[src/rtl/hyper_clk_phase_gen_if.sv]
// Divider configuration handshake between a controller and hyper_clk_phase_gen.
// The master offers a new divide setting; the slave reports when it can take one.
interface hyper_clk_phase_gen_if #(
    parameter int unsigned DivWidth = 8
);
    logic                cfg_valid_i;
    logic                cfg_ready_o;
    logic [DivWidth-1:0] cfg_div_i;

    modport master (
        output cfg_valid_i,
        output cfg_div_i,
        input  cfg_ready_o
    );

    modport slave (
        input  cfg_valid_i,
        input  cfg_div_i,
        output cfg_ready_o
    );
endinterface

[src/rtl/hyper_clk_phase_gen.sv]
// Programmable 4-phase clock generator: divides clk_i by 4*D into 0/90/180/270 degree
// clocks, with glitch-free divider changes at period boundaries and clean start/stop.
module hyper_clk_phase_gen #(
    parameter int unsigned DivWidth   = 8,
    parameter int unsigned DefaultDiv = 1
) (
    input  logic                 clk_i,
    input  logic                 rst_ni,
    input  logic                 en_i,
    hyper_clk_phase_gen_if.slave cfg_if,
    output logic                 clk0_o,
    output logic                 clk90_o,
    output logic                 clk180_o,
    output logic                 clk270_o,
    output logic                 running_o,
    output logic                 period_start_o,
    output logic [DivWidth-1:0]  div_o
);
    localparam int unsigned CntWidth = DivWidth + 2;

    localparam logic [1:0] StIdle  = 2'd0;
    localparam logic [1:0] StRun   = 2'd1;
    localparam logic [1:0] StDrain = 2'd2;

    logic [1:0]          state_q, state_d;
    logic [CntWidth-1:0] cnt_q, cnt_d;
    logic [DivWidth-1:0] div_q, div_d;
    logic [DivWidth-1:0] div_pend_q, div_pend_d;
    logic [DivWidth-1:0] tail_q, tail_d;
    logic                pend_q, pend_d;
    logic [3:0]          clk_q, clk_d;
    logic                start_q, start_d;
    logic                running_q, running_d;
    logic                ready_q, ready_d;

    logic [CntWidth-1:0] div_ext, div_n, tail_n;
    logic                period_last, drain_last, xfer;

    always_comb begin
        state_d    = state_q;
        cnt_d      = cnt_q;
        div_d      = div_q;
        div_pend_d = div_pend_q;
        tail_d     = tail_q;
        pend_d     = pend_q;
        clk_d      = '0;
        start_d    = 1'b0;
        running_d  = 1'b0;

        div_ext     = CntWidth'(div_q);
        period_last = (cnt_q == ((div_ext << 2) - CntWidth'(1)));
        drain_last  = (cnt_q == (div_ext - CntWidth'(1)));
        xfer        = cfg_if.cfg_valid_i & ~pend_q;

        // tail_d: how long clk270 stays high at the start of the next segment,
        // i.e. the remainder of the previous period's 270-degree pulse (0 on start).
        case (state_q)
            StIdle: begin
                cnt_d = '0;
                if (pend_q) begin
                    div_d  = div_pend_q;
                    pend_d = 1'b0;
                end
                if (en_i) begin
                    state_d = StRun;
                    tail_d  = '0;
                end
            end
            StRun: begin
                if (period_last) begin
                    cnt_d  = '0;
                    tail_d = div_q;
                    if (en_i) begin
                        if (pend_q) begin
                            div_d  = div_pend_q;
                            pend_d = 1'b0;
                        end
                    end else begin
                        state_d = StDrain;
                    end
                end else begin
                    cnt_d = cnt_q + CntWidth'(1);
                end
            end
            StDrain: begin
                if (drain_last) begin
                    state_d = StIdle;
                    cnt_d   = '0;
                end else begin
                    cnt_d = cnt_q + CntWidth'(1);
                end
            end
            default: begin
                state_d = StIdle;
                cnt_d   = '0;
            end
        endcase

        if (xfer) begin
            pend_d     = 1'b1;
            div_pend_d = (cfg_if.cfg_div_i == '0) ? DivWidth'(1) : cfg_if.cfg_div_i;
        end

        // Output flops are loaded from next-state values so they line up with cnt_q.
        div_n  = CntWidth'(div_d);
        tail_n = CntWidth'(tail_d);
        if (state_d == StRun) begin
            clk_d[0]  = (cnt_d < (div_n << 1));
            clk_d[1]  = (cnt_d >= div_n) && (cnt_d < (div_n + (div_n << 1)));
            clk_d[2]  = (cnt_d >= (div_n << 1));
            clk_d[3]  = (cnt_d >= (div_n + (div_n << 1))) || (cnt_d < tail_n);
            start_d   = (cnt_d == '0);
            running_d = 1'b1;
        end else if (state_d == StDrain) begin
            clk_d[3]  = (cnt_d < tail_n);
            running_d = 1'b1;
        end
        ready_d = ~pend_d;
    end

    always_ff @(posedge clk_i or negedge rst_ni) begin
        if (!rst_ni) begin
            state_q    <= StIdle;
            cnt_q      <= '0;
            div_q      <= DivWidth'(DefaultDiv);
            div_pend_q <= DivWidth'(DefaultDiv);
            tail_q     <= '0;
            pend_q     <= 1'b0;
            clk_q      <= '0;
            start_q    <= 1'b0;
            running_q  <= 1'b0;
            ready_q    <= 1'b1;
        end else begin
            state_q    <= state_d;
            cnt_q      <= cnt_d;
            div_q      <= div_d;
            div_pend_q <= div_pend_d;
            tail_q     <= tail_d;
            pend_q     <= pend_d;
            clk_q      <= clk_d;
            start_q    <= start_d;
            running_q  <= running_d;
            ready_q    <= ready_d;
        end
    end

    assign clk0_o             = clk_q[0];
    assign clk90_o            = clk_q[1];
    assign clk180_o           = clk_q[2];
    assign clk270_o           = clk_q[3];
    assign period_start_o     = start_q;
    assign running_o          = running_q;
    assign div_o              = div_q;
    assign cfg_if.cfg_ready_o = ready_q;
endmodule

[src/flat_wrapper.sv]
// flat-port wrapper written by rule: the top's interface ports become plain ports
module hyper_clk_phase_gen_flat 
#(
    parameter int unsigned DivWidth   = 8,
    parameter int unsigned DefaultDiv = 1
)
  (clk_i, rst_ni, en_i, clk0_o, clk90_o, clk180_o, clk270_o, running_o, period_start_o, div_o, cfg_if_cfg_valid_i, cfg_if_cfg_div_i, cfg_if_cfg_ready_o);
  hyper_clk_phase_gen_if #(.DivWidth(DivWidth)) cfg_if_i ();
  input  logic clk_i;
  input  logic rst_ni;
  input  logic en_i;
  output logic clk0_o;
  output logic clk90_o;
  output logic clk180_o;
  output logic clk270_o;
  output logic running_o;
  output logic period_start_o;
  output logic [DivWidth-1:0] div_o;
  input wire logic [$bits(cfg_if_i.cfg_valid_i)-1:0] cfg_if_cfg_valid_i;
  input wire logic [$bits(cfg_if_i.cfg_div_i)-1:0] cfg_if_cfg_div_i;
  output wire logic [$bits(cfg_if_i.cfg_ready_o)-1:0] cfg_if_cfg_ready_o;
  assign cfg_if_i.cfg_valid_i = cfg_if_cfg_valid_i;
  assign cfg_if_i.cfg_div_i = cfg_if_cfg_div_i;
  assign cfg_if_cfg_ready_o = cfg_if_i.cfg_ready_o;
  hyper_clk_phase_gen #(.DivWidth(DivWidth), .DefaultDiv(DefaultDiv)) u_core (.clk_i(clk_i), .rst_ni(rst_ni), .en_i(en_i), .cfg_if(cfg_if_i), .clk0_o(clk0_o), .clk90_o(clk90_o), .clk180_o(clk180_o), .clk270_o(clk270_o), .running_o(running_o), .period_start_o(period_start_o), .div_o(div_o));
endmodule
[config.mk]
export PLATFORM = sky130hd
export DESIGN_NAME = hyper_clk_phase_gen_flat
export DESIGN_NICKNAME = d
export VERILOG_FILES = /design/src/rtl/hyper_clk_phase_gen_if.sv /design/src/rtl/hyper_clk_phase_gen.sv /design/src/flat_wrapper.sv
export SDC_FILE = /design/constraint.sdc
export NUM_CORES = 1
export LEC_CHECK = 0
export CAP_MARGIN = 20
export CORE_ASPECT_RATIO = 1.4
export CORE_MARGIN = 10
export CORE_UTILIZATION = 56
export CTS_BUF_LIST = sky130_fd_sc_hd__clkbuf_4 sky130_fd_sc_hd__clkbuf_8
export DETAILED_ROUTE_END_ITERATION = 10
export PLACE_DENSITY = 0.88
export SYNTH_ARGS = -nofsm -noshare
export SYNTH_HDL_FRONTEND = slang
export SYNTH_SLANG_ARGS = --single-unit
[constraint.sdc]
create_clock -name clk_i -period 4.5 [get_ports clk_i]
set_input_delay 0.675 -clock clk_i [delete_from_list [all_inputs] [get_ports clk_i]]
set_output_delay 0.675 -clock clk_i [all_outputs]
set_load 0.005 [all_outputs]
Yosys cells after proc, flatten, opt, wreduce, memory -nomap -nowiden
Index checks and enable logic that the tools add are counted.

Logic and storage cells: 60. Output and inout port bits: 15. Register bits: 44.

Muxes and demuxes: 26. Order comparisons: 6. Bitwise operators: 3. Add/sub/neg operators: 4. Reduce and logical (&&, ||, !) cells: 5. Equal/unequal tests: 6.

Operators by type and width (number): $mux 8 (6); $pmux 8 s2 (2); $eq 10x10->1 (2); $mux 10 (2); $pmux 10 s2 (1); $add 10x1->10 const B (1); $add 8x9->10 (1); $ge 10x10->1 (1); $ge 10x8->1 (1); $ge 10x9->1 (1); $logic_not 10->1 (1); $lt 10x10->1 (1); $lt 10x8->1 (1); $lt 10x9->1 (1); $sub 10x1->10 const B (1); $sub 8x1->9 const B (1); $logic_not 8->1 (1); $mux 1 (8); $mux 2 (4); $pmux 2 s3 (1); $eq 2x1->1 const B (2); $eq 2x2->1 const B (2); $mux 3 (1); $logic_not 2->1 (1); 5 further kinds (6).

Depth between registers and ports, before layout
Gate-level depths: netlist (run 1).

Depth after elaboration: 8. Depth in mapped cells: 28. Depth with buffers taken out: 26.

Worst setup path after synthesis (run 1)
No wires, ideal clock.

Path kind: register to register. Start: reg u_core.div_q[0] (netlist: u_core.div_o[0]). End: reg u_core.clk_q[3]. Path slack: -0.443 ns. Arrival time: 4.814 ns. Path buffers: 2. Cell stages (with the launch flop): 28. Cell sequence: dfstp_2 buf_6 inv_1 ha_1 xor2_1 nand3_1 a311oi_1 nand4_1 or2_0 buf_2 a22o_1 a221o_1 ha_1 a21o_1 a21oi_1 nor2_1 o21a_1 o21ai_0 nand2b_1 a21oi_1 xnor2_1 ha_1 nand4_1 nor2_1 a21oi_1 o211ai_1 o21ai_0 o21ai_0.

Cells in the longest elaborated chain, start to end: 8.

Ends and longest elaborated chain: start: declaration (line hyper_clk_phase_gen.sv:27) `logic [DivWidth-1:0] div_q, div_d;`; start signal: assignment (line hyper_clk_phase_gen.sv:125) `div_q <= DivWidth'(DefaultDiv);`; start signal: assignment (line hyper_clk_phase_gen.sv:136) `div_q <= div_d;`; $sub 10x1->10 (line hyper_clk_phase_gen.sv:51) `period_last = (cnt_q == ((div_ext << 2) - CntWidth'(1)));`; $eq 10x10->1 (line hyper_clk_phase_gen.sv:51); $mux 8 (line hyper_clk_phase_gen.sv:70) `if (period_last) begin`; $pmux 8 s2 (line hyper_clk_phase_gen.sv:57) `case (state_q)`; via u_core.div_d[2] (line hyper_clk_phase_gen.sv:27); $add 8x9->10 (line hyper_clk_phase_gen.sv:111) `clk_d[3] = (cnt_d >= (div_n + (div_n << 1))) || (cnt_d < tail_n);`; $ge 10x10->1 (line hyper_clk_phase_gen.sv:111); $logic_or 1x1->1 (line hyper_clk_phase_gen.sv:111); $mux 1 (line hyper_clk_phase_gen.sv:107) `if (state_d == StRun) begin`; via u_core.clk_d[3] (line hyper_clk_phase_gen.sv:31) `logic [3:0] clk_q, clk_d;`; end signal: assignment (line hyper_clk_phase_gen.sv:140) `clk_q <= clk_d;`; end: declaration (line hyper_clk_phase_gen.sv:31).

The timed path passes the listed nets, and every way through them passes these cells. A chain may end at the register's enable or synchronous reset.

Worst setup path in the final report (run 1)
Ends and elaborated chain as after synthesis.

==> results of run 1 <==
-- power by group --
group          internal [uW]  switching (uW)
Clock                    182             160
Combinational           1540            1680
Sequential               533             119
-- cells by family (layout without fill, tap and decap cells) --
logic type / after synthesis / after routing / share of synthesized area (%)
compound gates: 99 / 99 / 18.2
mux: 15 / 15 / 4.30
simple gates: 129 / 129 / 18.2
flops: 44 / 44 / 29.9
buf+inv: 53 / 130 / 5.62
xor+xnor: 27 / 27 / 6.77
fa+ha+maj: 50 / 50 / 17.1
-- registers in the layout, indices dropped and copies added, names as in the netlist --
name                       count
u_core.div_pend_q              8
u_core.tail_q                  8
u_core.cfg_if.cfg_ready_o      1
u_core.pend_q                  1
u_core.period_start_o          1
u_core.running_o               1
u_core.cnt_q                  10
u_core.state_q                 2
u_core.clk_q                   4
u_core.div_o                   8
-- through the flow --
stage | cells | area [sq um] | TNS (ns) | power, uW
floorplan | 417 | 3730 | -0.516 | 2220
global placement | 548 | 4370 | -0.455 | 3060
detailed placement | 548 | 4370 | -1.06 | 3220
CTS | 565 | 4610 | -0.918 | 3760
global route | 568 | 4710 | -2.23 | 4430
finish | 568 | 4710 | -1.81 | 4210
-- layout by cell type (no fill, tap or decap), types with 4 or more instances in the layout --
| master | instances |
|---|---|
| nor2_1 | 33 |
| xnor2_1 | 14 |
| o21ai_1 | 6 |
| buf_4 | 63 |
| a21oi_2 | 4 |
| xor2_1 | 10 |
| o21a_1 | 11 |
| and3_1 | 8 |
| mux2_2 | 7 |
| nand2_1 | 21 |
| o21ai_0 | 14 |
| nand4_1 | 9 |
| inv_1 | 27 |
| nand2b_1 | 8 |
| mux2i_1 | 8 |
| ha_1 | 45 |
| a221o_1 | 5 |
| a21o_1 | 8 |
| nor3_1 | 10 |
| clkbuf_8 | 6 |
| a22o_1 | 9 |
| a21oi_1 | 15 |
| dfrtp_1 | 41 |
| nand3_1 | 6 |
| nor2b_1 | 9 |
| clkdlybuf4s50_1 | 25 |
-- repair_timing --
item | in CTS | in global routing
pin swaps | 21 | 15
hold buffers | 0 | 0
gates resized for setup | 13 | 22
setup buffers | 9 | 4
hold endpoints to repair | 0 | 0
endpoints found under the setup margin | 3 | 4
-- worst paths after layout --
path | startpoint | endpoint | cells past startpoint
hold reg to reg | u_core.div_pend_q[0] | u_core.div_pend_q[0] | 2
max in group asynchronous | rst_ni | u_core.clk_q[2] | 1
setup reg to reg | u_core.div_o[0] | u_core.clk_q[3] | 24
min in group clk_i | u_core.div_pend_q[0] | u_core.div_pend_q[0] | 2
hold / removal | rst_ni | u_core.state_q[1] | 1
setup / recovery | u_core.div_o[0] | u_core.clk_q[3] | 24
-- metal layers --
layer	vias up	GRT usage, %	share of wire, %
met5	-	0	0
met4	0	19.5	9.9
met3	117	4.88	8.4
met2	299	41.8	49
met1	1787	23.8	33
li1	1638	-	-
-- final cells by class --
cell class	instances	area, sq um	area share (%)
well taps	74	92.6	1.96
clock buffers	6	82.6	1.75
multi-input cells	320	2530	53.7
inverters	32	123	2.60
repair buffers	90	739	15.7
flip-flops and latches	44	1100	23.4
clock inverters	2	38.8	0.823
-- worst max-delay path, stage by stage (launching register included) --
cell	delay, ns
dfstp_2	0.58
inv_4	0.05
ha_4	0.16
or3_4	0.39
a31oi_4	0.21
nand4_1	0.20
or2_4	0.33
a22o_1	0.23
a221o_1	0.38
ha_1	0.32
a21o_1	0.20
a21oi_4	0.17
nor2_1	0.06
o21a_1	0.19
o21ai_2	0.13
nand2b_1	0.08
a21oi_2	0.17
xnor2_2	0.10
ha_1	0.33
nand4_1	0.13
nor2_2	0.07
a21oi_2	0.15
o211ai_1	0.14
o21ai_1	0.17
o21ai_1	0.11
==> reports/metrics.yaml, run 1 <==
yosys-top-cells-count: "ha_1, dfrtp_1, nor2_1"
max_slew_margin_pct: 22.7
skew_ns: 0.0120
grt_max_degree: 45
vias_per_cell: 6.76
cts_root_buf: "clkbuf_8"
dr.pass1.iters: 6
drc: 0
ant_nets: 0
critPathRequiredTime_ns: 4.70
pin_count: 27
initial_utilization_pct: 56.7
yosysTopAreaCell: "dfrtp_1"
finalHoldViolCount: 0
drt-total-wl_microns: 12700
synth_seq_cells: 44
die_w_microns: 88.7
cp-end-kind: "flop"
worst_pin_slew_ns: 1.15
diodes: 0
ir_drop_mv: 0.899
clkSlewWorstSetupHoldPaths_ns: 0.10
min_period_over_period_pct: 115
worst_skew_pair.late_latency_ns: 0.32
place_ws_ns: -0.571
drtIter0Drc: 490
status: "complete, but fails checks"
maxCapViolCount: 0
max_freq_ghz: 0.194
yosysUniqueCellTypes: 56
dpl.hpwl_microns: 8380
critical_path_arrival_ns: 5.36
numPortBuffers: 26
setup_ws_ns: -0.661
avgSynthCellArea_sq_um: 8.87
fillCellCount: 393
yosysMostFrequentCell: "ha_1"
fp.coreArea_sq_um: 6530
nets: 555
clkSinkCount: 44
ys_seq_area_share_pct: 29.9
finalMaxSlewViolations: 0
p_leak_uw: 0.00228
yosysTopAreaCellShare_pct: 27.7
synthTopCellsByArea: "dfrtp_1, ha_1, xnor2_1, nor2_1, inv_1"
cts_tree: "done"
cp_max_fo: 4
drive_gt1_share_pct: 23.1
rsz0062_at_grt: "true"
ctsLongestPathBuffers: 2
hold_ws_ns: 0.508
grt_pass1_vias: 3887
ys_warn_count: 0
power.density_nw_per_um2: 894
gp_congestion: 0.999
syn-cell-area_sq_um: 3700
synth_cells: 417
grtUsageTotal_pct: 24.0
r2r_slack_ns: -0.66
post-route-util_pct: 72.2
setup_viol: 4
antenna_found_initial: 0
dieArea_sq_um: 10300
overflow: 0
fin_crit_ns: 5.16
ys_async_sr_fraction_pct: 100
synthesis.nets: 479
synth-edff-count: 0
synth_flop_cell: "dfrtp_1"
startpoint_type: "flop"
violations: "setup timing"
areaGrowthSynthToFinish_pct: 27.4
grt_pass1_wl_microns: 19100
fp.dieH_microns: 116
rows: 35
min_path_type: "in -> async"
via_count: 3841
wl_per_cell_microns: 22.4
ctsHtreeMaxLevel: 2
critical_path_class: "reg -> reg"
numCtsBuffers: 5
Note: power is estimated with default switching activity, not from simulation.
==> run 2: changes to the inputs <==
- GPL_TIMING_DRIVEN: unset -> 0
==> run 2 against run 1 <==
  * The flow still finishes with violations (setup timing)
  * Core utilization shrank 4.5 points
  * Global-route usage decreased by 3.3 points
  * Via count down 9.3%
  * Hold slack got worse by 0.19 ns
  * Flip-flop and latch count stayed put
  * Sequential share of layout area rose by 1.6 points
  * Non-clock buffer count down 24
  * Wire length decreased by 17%
  * Clock power down 4%
  * Sequential power rose by 0.8%
  * Final cell count shrank 4.2%
  * Count of clock-buffer cells in the layout shrank 1
  * Critical path type unchanged
  * Largest power group unchanged
==> reports/metrics.yaml, run 2 (same netlist as run 1, synthesis figures left out) <==
initial_utilization_pct: 56.7  # unchanged
cts_tree: "done"
critPathTopFamily: "compound AO/OA/AOI/OAI gates"
gp_congestion: 0.944  # -5.5%
crit_buf_inv: 3  # +2
largest_reg_flops: 10  # unchanged
seq_area_sq_um: 1110  # +0.11%
min_path_type: "in -> async"
pin_count: 27  # unchanged
grt_max_degree: 25  # -44%
critical_path_class: "reg -> reg"
skew_ns: 0.00853  # -0.00343 ns
finalMaxSlewViolations: 0  # unchanged
fillCellCount: 474  # +21%
max_slew_margin_pct: 44.0  # +21 points
rsz0062_at_grt: "true"
grt_pass1_wl_microns: 16800  # -12%
hold_ws_ns: 0.322  # -0.186 ns
setup_ws_ns: -0.831  # -0.170 ns
min_period_over_period_pct: 118  # +3.8 points
status: "complete, but fails checks"
setup_viol: 4  # unchanged
violations: "setup timing"
nets: 531  # -4.3%
vias_per_cell: 6.40  # -5.3%
die_w_microns: 88.7  # unchanged
antenna_found_initial: 0  # unchanged
overflow: 0  # unchanged
numPortBuffers: 26  # unchanged
fin_crit_ns: 5.33  # +0.170 ns
grtUsageTotal_pct: 20.7  # -3.3 points
diodes: 0  # unchanged
ant_nets: 0  # unchanged
slowest_delay_ns: 0.45  # -0.13 ns
worst_skew_pair.late_latency_ns: 0.31  # about the same
drt-total-wl_microns: 10600  # -17%
dr.pass1.iters: 5  # -1
via_count: 3482  # -9.3%
critical_path_arrival_ns: 5.51  # +0.15 ns
placed_cells: 518  # -5.5%
p_leak_uw: 0.00208  # -8.8%
fp.coreArea_sq_um: 6530  # unchanged
ctsLongestPathBuffers: 2  # unchanged
fp.dieH_microns: 116  # unchanged
clkSinkCount: 44  # unchanged
areaGrowthSynthToFinish_pct: 19.5
clkSlewWorstSetupHoldPaths_ns: 0.10  # about the same
crit_slowest_cell: "dfrtp_1"
regMostFlops: "u_core.cnt_q"
ir_drop_mv: 0.810  # -9.9%
wl_per_cell_microns: 19.4  # -14%
rows: 35  # unchanged
final_cells: 544  # -4.2%
drive_gt1_share_pct: 13.4  # -9.7 points
dpl.hpwl_microns: 7350  # -12%
cts_hold_buffers: 0  # unchanged
max_freq_ghz: 0.188  # -3.2%
grt_pass1_vias: 3540  # -8.9%
worst_pin_slew_ns: 0.840  # -0.305 ns
cts_root_buf: "clkbuf_8"
total_power_uw: 3530  # -16%
maxCapViolCount: 0  # unchanged
finalHoldViolCount: 0  # unchanged
power.density_nw_per_um2: 799  # -11%
startpoint_type: "flop"
numCtsBuffers: 5  # unchanged
ctsHtreeMaxLevel: 2  # unchanged
multi_input_area_sq_um: 2480  # -2.1%
dieArea_sq_um: 10300  # unchanged
drtIter0Drc: 377  # -23%
drc: 0  # unchanged
mostFrequentLayoutCells: "ha_1, dfrtp_1, nor2_1"
cp-end-kind: "flop"
cp_max_fo: 10  # +6
crit_top_cell: "o21ai_1"
final_common_cell: "ha_1"
critPathRequiredTime_ns: 4.68  # -0.02 ns
==> run 2: cell types whose count changed in the layout (fill, tap and decap cells not counted), moves of 2 or more <==
cell	delta
buf_1	+4
inv_2	-2
a21boi_1	-2
a21boi_0	+2
clkbuf_1	+14
xnor2_1	+2
xnor2_2	-2
buf_4	-43
o21ai_2	-3
inv_1	+2
o21ai_0	+3
==> run 2: cell type report <==
cell class / instances / share of cell area (%)
Buffer: 20 / 1.81
Clock buffer: 5 / 1.56
Clock inverter: 3 / 1.05
Inverter: 32 / 2.77
Multi-Input combinational cell: 320 / 56.1
Sequential cell: 44 / 25.0
Tap cell: 74 / 2.09
Timing Repair Buffer: 46 / 9.62
==> run 2: stage by stage <==
step / utilization [%] / TNS, ns / worst slack [ns] / instance area [sq um]
after global placement: 62.5 / -2.38 / -0.945 / 4080
after detailed placement: 62.9 / -2.89 / -1.07 / 4100
after floorplan: - / -0.516 / -0.271 / 3730
after CTS: 67.1 / -2.25 / -0.787 / 4380
after global routing: 67.7 / -3.49 / -1.12 / 4420
final: 67.7 / -2.87 / -0.831 / 4420
==> run 2: routing by layer <==
metal,up-vias,track usage (%),routed length [microns]
met5,-,0,0
met2,163,36.8,5370
li1,1591,-,-
met4,0,14.5,745
met3,64,3.35,504
met1,1664,21.3,3930
==> run 2: final timing paths <==
path / startpoint / to / slack (ns) / cells past startpoint
max: u_core.div_o[2] / u_core.clk_q[3] / -0.83 / 26
min: rst_ni / u_core.tail_q[1] / 0.32 / 1
max reg2reg: u_core.div_o[2] / u_core.clk_q[3] / -0.83 / 26
min reg2reg: u_core.tail_q[7] / u_core.tail_q[7] / 0.54 / 2
max in group asynchronous: rst_ni / u_core.div_o[0] / 3.60 / 2
min in group clk_i: u_core.tail_q[7] / u_core.tail_q[7] / 0.54 / 2
==> run 2: timing repair <==
action / CTS / global route
setup endpoints to repair: 4 / 4
resized for setup: 13 / 5
pin swaps: 18 / 5
setup buffers: 14 / 5
==> run 2: report_power, final <==
group,switching (uW),leakage (uW),internal [uW]
Clock,160,0.0000548,168
Sequential,123,0.000554,535
Combinational,1360,0.00147,1190
Total,1640,0.00208,1890
